`src/rtl/matriz_pkg.sv`:
```
// Shared constants and types for the 5x7 LED-matrix scan driver.
// Optional PWM brightness is enabled by defining BRILHO_EN.
package matriz_pkg;
  localparam int N_COLUNAS = 7;
  localparam int N_LINHAS  = 5;
  localparam int QUADRO_W  = N_COLUNAS * N_LINHAS;
  localparam int COL_W     = $clog2(N_COLUNAS);

  localparam logic [N_COLUNAS-1:0] COLUNAS_OFF = '1;

  typedef enum logic {
    APAGADO = 1'b0,
    ACESO   = 1'b1
  } estado_t;

  function automatic logic [N_COLUNAS-1:0] sel_coluna(
    input logic [COL_W-1:0] c
  );
    logic [N_COLUNAS-1:0] um;
    um = {{(N_COLUNAS-1){1'b0}}, 1'b1};
    return COLUNAS_OFF ^ (um << c);
  endfunction
endpackage

```
`src/rtl/varredura_matriz_divisor.sv`:
```
// Slot timer: div_cnt and col_idx, plus strobes that fire in the
// cycle before the edge they name (slot start, blank end, frame end).
module divisor_varredura
  import matriz_pkg::*;
#(
  parameter int DIV_COLUNA = 1000,
  parameter int BLANK      = 16
) (
  input  logic             clk,
  input  logic             rst_n,
  output logic [COL_W-1:0] o_col_idx,
  output logic             o_inicio_slot,
  output logic             o_fim_blank,
  output logic             o_fim_quadro_int
);
  localparam int CW = $clog2(DIV_COLUNA);
  localparam logic [CW-1:0]    ULTIMO  = CW'(DIV_COLUNA - 1);
  localparam logic [CW-1:0]    FIM_BL  = CW'(BLANK - 1);
  localparam logic [COL_W-1:0] COL_ULT = COL_W'(N_COLUNAS - 1);

  logic [CW-1:0]    r_div_cnt;
  logic [COL_W-1:0] r_col_idx;
  logic             w_wrap;

  assign w_wrap = r_div_cnt == ULTIMO;

  always_ff @(posedge clk or negedge rst_n) begin
    if (!rst_n) begin
      r_div_cnt <= '0;
      r_col_idx <= '0;
    end else if (w_wrap) begin
      r_div_cnt <= '0;
      r_col_idx <= (r_col_idx == COL_ULT) ? '0
                 : r_col_idx + COL_W'(1);
    end else begin
      r_div_cnt <= r_div_cnt + CW'(1);
    end
  end

  assign o_col_idx        = r_col_idx;
  assign o_inicio_slot    = w_wrap;
  assign o_fim_blank      = r_div_cnt == FIM_BL;
  assign o_fim_quadro_int = w_wrap && (r_col_idx == COL_ULT);
endmodule

```
`src/rtl/varredura_matriz.sv`:
```
// Double-buffered column scan driver for the 5x7 LED matrix.
// Define BRILHO_EN to add the 4-bit PWM brightness input brilho.
module varredura_matriz
  import matriz_pkg::*;
#(
  parameter int DIV_COLUNA = 1000,
  parameter int BLANK      = 16
) (
  input  logic                 clk,
  input  logic                 rst_n,
  input  logic [QUADRO_W-1:0]  quadro_in,
  input  logic                 quadro_valid,
`ifdef BRILHO_EN
  input  logic [3:0]           brilho,
`endif
  output logic                 quadro_ready,
  output logic [N_LINHAS-1:0]  linhas,
  output logic [N_COLUNAS-1:0] acender_coluna,
  output logic                 fim_quadro
);
  logic [QUADRO_W-1:0]  r_ativo;
  logic [QUADRO_W-1:0]  r_sombra;
  logic                 r_pendente;
  estado_t              r_estado;
  estado_t              w_prox;
  logic [COL_W-1:0]     w_col_idx;
  logic                 w_inicio_slot;
  logic                 w_fim_blank;
  logic                 w_fim_quadro_int;
  logic                 w_captura;
  logic                 w_aceso;
  logic [N_LINHAS-1:0]  r_linhas;
  logic [N_COLUNAS-1:0] r_colunas;
  logic                 r_fim;

  divisor_varredura #(
    .DIV_COLUNA (DIV_COLUNA),
    .BLANK      (BLANK)
  ) u_div (
    .clk              (clk),
    .rst_n            (rst_n),
    .o_col_idx        (w_col_idx),
    .o_inicio_slot    (w_inicio_slot),
    .o_fim_blank      (w_fim_blank),
    .o_fim_quadro_int (w_fim_quadro_int)
  );

  assign quadro_ready = !r_pendente;
  assign w_captura    = quadro_valid && !r_pendente;

  // Capture and swap are exclusive: capture needs pending low,
  // swap needs it high, so a boundary capture waits a frame.
  always_ff @(posedge clk or negedge rst_n) begin
    if (!rst_n) begin
      r_ativo    <= '0;
      r_sombra   <= '0;
      r_pendente <= 1'b0;
    end else if (w_captura) begin
      r_sombra   <= quadro_in;
      r_pendente <= 1'b1;
    end else if (w_fim_quadro_int && r_pendente) begin
      r_ativo    <= r_sombra;
      r_pendente <= 1'b0;
    end
  end

  always_ff @(posedge clk or negedge rst_n) begin
    if (!rst_n) begin
      r_estado <= APAGADO;
    end else begin
      r_estado <= w_prox;
    end
  end

  always_comb begin
    w_prox = r_estado;
    unique case (1'b1)
      w_inicio_slot: w_prox = APAGADO;
      w_fim_blank:   w_prox = ACESO;
      default:       ;
    endcase
  end

`ifdef BRILHO_EN
  logic [3:0] r_pwm_cnt;

  always_ff @(posedge clk or negedge rst_n) begin
    if (!rst_n) begin
      r_pwm_cnt <= '0;
    end else begin
      r_pwm_cnt <= r_pwm_cnt + 4'd1;
    end
  end

  assign w_aceso = (w_prox == ACESO)
                && ((brilho == 4'hF) || (r_pwm_cnt < brilho));
`else
  assign w_aceso = w_prox == ACESO;
`endif

  // Output regs load from the next state, so the lit window is
  // exactly div_cnt = BLANK .. DIV_COLUNA-1.
  always_ff @(posedge clk or negedge rst_n) begin
    if (!rst_n) begin
      r_colunas <= COLUNAS_OFF;
      r_linhas  <= '0;
      r_fim     <= 1'b0;
    end else begin
      r_fim <= w_fim_quadro_int;
      if (w_aceso) begin
        r_colunas <= sel_coluna(w_col_idx);
        r_linhas  <= r_ativo[int'(w_col_idx)*N_LINHAS +: N_LINHAS];
      end else begin
        r_colunas <= COLUNAS_OFF;
        r_linhas  <= '0;
      end
    end
  end

  assign acender_coluna = r_colunas;
  assign linhas         = r_linhas;
  assign fim_quadro     = r_fim;
endmodule

```
`config.mk`:
```
export PLATFORM = sky130hd
export DESIGN_NAME = varredura_matriz
export DESIGN_NICKNAME = d
export VERILOG_FILES = /design/src/rtl/matriz_pkg.sv /design/src/rtl/varredura_matriz_divisor.sv /design/src/rtl/varredura_matriz.sv
export SDC_FILE = /design/constraint.sdc
export NUM_CORES = 1
export LEC_CHECK = 0
export CAP_MARGIN = 20
export CORE_ASPECT_RATIO = 2
export CORE_MARGIN = 2
export CORE_UTILIZATION = 46
export CTS_CLUSTER_DIAMETER = 100
export DETAILED_ROUTE_END_ITERATION = 10
export PLACE_DENSITY = 0.68
export SETUP_SLACK_MARGIN = 0.15
export SYNTH_ARGS = -nofsm -noshare
export SYNTH_HDL_FRONTEND = slang
export SYNTH_SLANG_ARGS = --single-unit
```
`constraint.sdc`:
```
create_clock -name clk -period 3 [get_ports clk]
set_clock_uncertainty 0.15 [all_clocks]
set_input_delay 0.3 -clock clk [delete_from_list [all_inputs] [get_ports clk]]
set_output_delay 0.3 -clock clk [all_outputs]
set_load 0.1 [all_outputs]
```
**Yosys cells after proc, flatten, opt, wreduce, memory -nomap -nowiden**

Cells that the tools add are included.

- Add/subtract/negate cells: 2
- $mul: 1
- Equality and inequality tests: 3
- Shifts and indexed selects: 2
- Muxes and demuxes: 7
- Bitwise operators: 2
- Reductions and logical operators: 6

Operator list:

| cell | count |
|---|---|
| $shiftx A35 B7 Y5 | 1 |
| $add A10 B1 Y10 const B | 1 |
| $eq A10 B10 Y1 const B | 1 |
| $eq A10 B4 Y1 const B | 1 |
| $mux W10 | 1 |
| $mux W7 | 1 |
| $not A7 Y7 | 1 |
| $shl A1 B3 Y7 const A | 1 |
| $mul A3 B3 Y6 const B | 1 |
| $mux W5 | 1 |
| $add A3 B1 Y3 const B | 1 |
| $eq A3 B3 Y1 const B | 1 |
| $logic_and A1 B1 Y1 | 3 |
| $mux W3 | 1 |
| $mux W1 | 2 |
| $pmux W1 S2 | 1 |
| $reduce_and A2 Y1 | 1 |
| $reduce_bool A2 Y1 | 1 |
| $logic_not A1 Y1 | 1 |
| $not A1 Y1 | 1 |

- Register bits after elaboration: 98
- Bits of input ports: 38
- Output and inout port bits: 14
- Word-level logic and storage cells: 32

**Depth between registers and ports, before layout**

- Depth after elaboration: 5
- Gate-level depth with buffers: 7
- Mapped depth without buffers: 6

**By module**

Synthesis repeated with hierarchy kept, for this count alone.

- Cell total of the unflattened synthesis: 269
- Area total of the unflattened synthesis: 4,075.2 µm²

By module, submodules not included:

| module | instances | cells each | area each (µm²) | sequential area each (µm²) |
|---|---|---|---|---|
| varredura_matriz | 1 | 204 | 3,377.0 | 2,135.8 |
| divisor_varredura | 1 | 65 | 698.2 | 325.3 |

**Least setup slack after synthesis**

OpenSTA, ideal clock, no wires.

- Path kind: reg2reg
- From: register u_div.r_col_idx[0], in the netlist u_div.o_col_idx[0]
- To: register u_div.r_col_idx[2], in the netlist u_div.o_col_idx[2]
- Setup time: 0.083 ns
- Data arrival time: 1.754 ns
- Required time: 2.767 ns
- Path slack: 1.013 ns
- Cell stages (with the launch flop): 7
- Path buffers: 2
- Clock period less this slack: 1.987 ns
- Path through: dfrtp_1 > buf_2 > clkbuf_1 > and2_1 > ha_1 > or3b_2 > o21ai_0

- Word-level cells in the longest chain between the ends: 2
- Elaborated cells between the ends (all ways): 3
- Those cells by class: 1 x add/sub; 1 x eq/ne; 1 x mux

RTL lines:

| item | RTL line | text |
|---|---|---|
| start: declaration | varredura_matriz_divisor.sv:22 | `logic [COL_W-1:0] r_col_idx;` |
| start signal: assignment | varredura_matriz_divisor.sv:33 | `r_col_idx <= (r_col_idx == COL_ULT) ? '0` |
| $add A3 B1 Y3 or $eq A3 B3 Y1 (tied branches) | varredura_matriz_divisor.sv:34, varredura_matriz_divisor.sv:33 |  |
| $mux W3 * | varredura_matriz_divisor.sv:33 |  |

Mark *: on every way between the ends. The rest lies on a longest branch, timed or not.
A chain may end at the register's enable or synchronous reset.

**Worst setup path after layout**

- From: register u_div.r_col_idx[2], in the netlist u_div.o_col_idx[2]
- To: register r_ativo[16]

- Word-level cells in the longest chain between the ends: 4

RTL lines:

| item | RTL line | text |
|---|---|---|
| $eq A3 B3 Y1 | varredura_matriz_divisor.sv:43 | `assign o_fim_quadro_int = w_wrap && (r_col_idx == COL_ULT);` |
| $logic_and A1 B1 Y1 | varredura_matriz_divisor.sv:43 |  |
| $logic_and A1 B1 Y1 | varredura_matriz.sv:61 | `end else if (w_fim_quadro_int && r_pendente) begin` |
| $reduce_and A2 Y1 (no source line) | -- |  |
| end signal: assignment | varredura_matriz.sv:62 | `r_ativo <= r_sombra;` |
| end: declaration | varredura_matriz.sv:21 | `logic [QUADRO_W-1:0] r_ativo;` |

Every way passes these cells.

==> flow_summary.ini <==
[critical_path]
required_ns = 3.07
critical_path.top_delay_family = simple AND/OR/NAND/NOR gates
worstSetupEndpointType = flip-flop
critPathSlowestCell = dfrtp_1
reg2reg_from = u_div.o_col_idx[2]$_DFFE_PN0N_
r2r-end = r_ativo[16]$_DFFE_PN0P_
cp_max_fo = 21
reg2regPathDepth = 5
start_kind = flip-flop
cp.arrival_ns = 2.32
crit_buf_inv = 1
max_stage_delay_ns = 0.61
cp_cell_sequence = nand2_1 -> nor2_1 -> nand3_4 -> buf_12 -> mux2_4
ff2ff_setup_slack_ns = 0.75
critical_path_class = reg -> reg

[route]
wl_per_cell_um = 16.2
detail_route.vias_per_cell = 5.28
drt_iter0_drc = 129
firstDrtPassIters = 4
drc_errors = 0
antenna_left = 0
wl_um = 7070
num_vias = 2312

[floorplanning]
dieArea_um2 = 9780
die-width_um = 71.0
start_util_pct = 47.7
die_h_um = 138
rows = 48
ios = 52
core_um2 = 8650

[synthesis]
synthTopCellsByArea = dfrtp_1 (55%), mux2_2 (11%), mux2_4 (11%)
synth_ff_type = dfrtp_1
async_flop_share_pct = 100
synth_top_area_share_pct = 55.2
ys_seq_area_share_pct = 59.7
yosys_register_bits = 98
avgSynthCellArea_um2 = 14.8
synth_cell_type_count = 38
synth_nets = 319
syn-instance-count = 279
yosysWarnings = 0
synth_area_leader_cell = dfrtp_1
syn_area_um2 = 4120
synth_edf_count = 0

[cells_and_area]
fillCellCount = 699
nets = 373
drive_gt1_share_pct = 36.4
final_cells = 438
antennaDiodeCount = 0
layout_commonest_cell = dfrtp_1
mostFrequentLayoutCells = dfrtp_1 (91), mux2_2 (42), clkdlybuf4s50_1 (36), mux2_4 (29)
area_growth_pct = 22.8

[clock_tree]
cts.htree.levels = 3
cts-root-buf = clkbuf_16
clockBufferDepth = 2
cts_made_buffers = 9
insertion_delay_ns = 0.34
clock-sinks = 98
clk_pin_slew_worst_paths_ns = 0.06
cts-resized-gates = 0
post_cts_buffers = 0
cts_tree = built

[timing]
hold_violations = 0
period_needed_ns = 2.25
setup_tns_ns = 0
setup_violations = 0
fmax_mhz = 445
rsz0062_at_grt = false
worst_pin_slew_ns = 0.614
drv_slew = 0
max_slew_margin_pct = 59.1
fin_crit_sh_pct = 74.9

[pwr]
switching_share_pct = 19.1
p_per_area_nw_per_um2 = 558
p_switching_mw = 0.541
combPwrFrac_pct = 4.8
power_leakage_nw = 2.35
ir_drop_v = 0.000374
p_clk_share_pct = 45.0
seqPwrFrac_pct = 50.2
p_int_mw = 2.28

[global_route]
grt_busiest_layer = met2
grtUsageTotal_pct = 15.8
grt_pass1_wl_um = 11800
use_met3_pct = 3.42
grt_overflow = 0
antenna_found_initial = 0
grt_max_degree = 53
grt_use_met2_pct = 26.4
use_met1_pct = 19.6
grt_pass1_vias = 2381

[worst_hold_path]
worstHoldPathType = reg -> reg
holdCritStartpoint = u_div.r_div_cnt[0]$_DFF_PN0_
hold_path_depth = 1
whs_endpoint = u_div.r_div_cnt[0]$_DFF_PN0_

[placement]
io_buffers = 51
gp_congestion = 0.757
hpwl_um = 4980
dp.cells = 421

[run]
drv_cap = 0

[outcome]
status = finished, final reports clean
-- registers in the layout (all words and copies together) (netlist names) --
register and flops:
acender_coluna 7, fim_quadro 1, linhas 5, r_ativo 35
r_estado 1, r_pendente 1, r_sombra 35, u_div.o_col_idx 3
u_div.r_div_cnt 10
-- cells by family (layout without fill, tap and decap cells) --
logic type	Yosys count	in the layout	share of synthesized area [%]
DFF	98	98	59.7
buffers and inverters	20	79	2.40
xor gates and xnor gates	6	6	1.27
and+or+nand+nor	51	51	6.86
muxes	81	81	26.0
adders and majority gates	2	2	0.607
AOI/OAI and AO/OA	21	21	3.22
-- cells in the mapped netlist, types with 2 or more instances --
cell / instances
mux2i_1: 5
nand3_1: 6
clkbuf_1: 9
ha_1: 2
dfstp_2: 7
and2_1: 3
nor4_1: 2
o21ai_0: 2
inv_1: 5
mux2_4: 29
mux2_2: 42
o21a_1: 2
buf_1: 2
mux4_2: 5
xnor2_1: 3
nor2b_1: 5
buf_6: 3
a211oi_1: 5
nor2_1: 19
xor2_1: 3
a21oi_1: 8
nand2_1: 6
dfrtp_1: 91
-- final cells by class --
| class | instances | area, µm² | share of cell area [%] |
|---|---|---|---|
| inverters | 5 | 18.8 | 0.371 |
| clock inverters | 6 | 105 | 2.08 |
| flip-flops and latches | 98 | 2460 | 48.6 |
| multi-input cells | 161 | 1570 | 31.0 |
| well taps | 100 | 125 | 2.47 |
| repair buffers | 58 | 553 | 10.9 |
| clock buffers | 10 | 229 | 4.52 |
-- how the worst max path moves through the flow --
stage,start,endpoint,cells after the start
2_1_floorplan,u_div.o_col_idx[0]$_DFFE_PN0N_,u_div.o_col_idx[2]$_DFFE_PN0N_,6
3_3_place_gp,u_div.r_div_cnt[0]$_DFF_PN0_,r_ativo[2]$_DFFE_PN0P_,6
3_5_place_dp,u_div.r_div_cnt[0]$_DFF_PN0_,r_ativo[14]$_DFFE_PN0P_,6
4_1_cts,u_div.r_div_cnt[0]$_DFF_PN0_,r_ativo[16]$_DFFE_PN0P_,6
5_1_grt,u_div.o_col_idx[2]$_DFFE_PN0N_,r_ativo[2]$_DFFE_PN0P_,5
6_report,u_div.o_col_idx[2]$_DFFE_PN0N_,r_ativo[16]$_DFFE_PN0P_,5
-- metal layers --
metal | vias up | wire length, µm
li1 | 1086 | -
met5 | - | 0
met2 | 56 | 3730
met4 | 0 | 146
met3 | 12 | 264
met1 | 1158 | 2940
-- repair_timing --
| item | in CTS | in global routing |
|---|---|---|
| hold buffers | 1 | 0 |
| endpoints found under the hold margin | 39 | 0 |
| endpoints found under the setup margin | 0 | 0 |
-- power groups by stage --
stage               registers (mW)  clock network, mW  logic [mW]
floorplan                     1.43                  0      0.0550
global placement              1.44                  0       0.134
detailed placement            1.45                  0       0.138
CTS                           1.42               1.30       0.139
global route                  1.43               1.35       0.151
finish                        1.42               1.27       0.135
-- stage by stage --
stage / power, mW / instance area, µm² / utilization [%] / setup WS (ns) / hold WS, ns
after floorplan: 1.48 / 4120 / - / 1.01 / -0.146
after global placement: 1.58 / 4720 / 54.6 / 0.815 / 0.198
after detailed placement: 1.58 / 4720 / 54.6 / 0.770 / 0.201
after CTS: 2.86 / 5060 / 58.6 / 0.756 / 0.321
after global routing: 2.93 / 5060 / 58.6 / 0.584 / 0.367
final: 2.82 / 5060 / 58.6 / 0.752 / 0.317
Note: power is estimated with default switching activity, not from simulation.
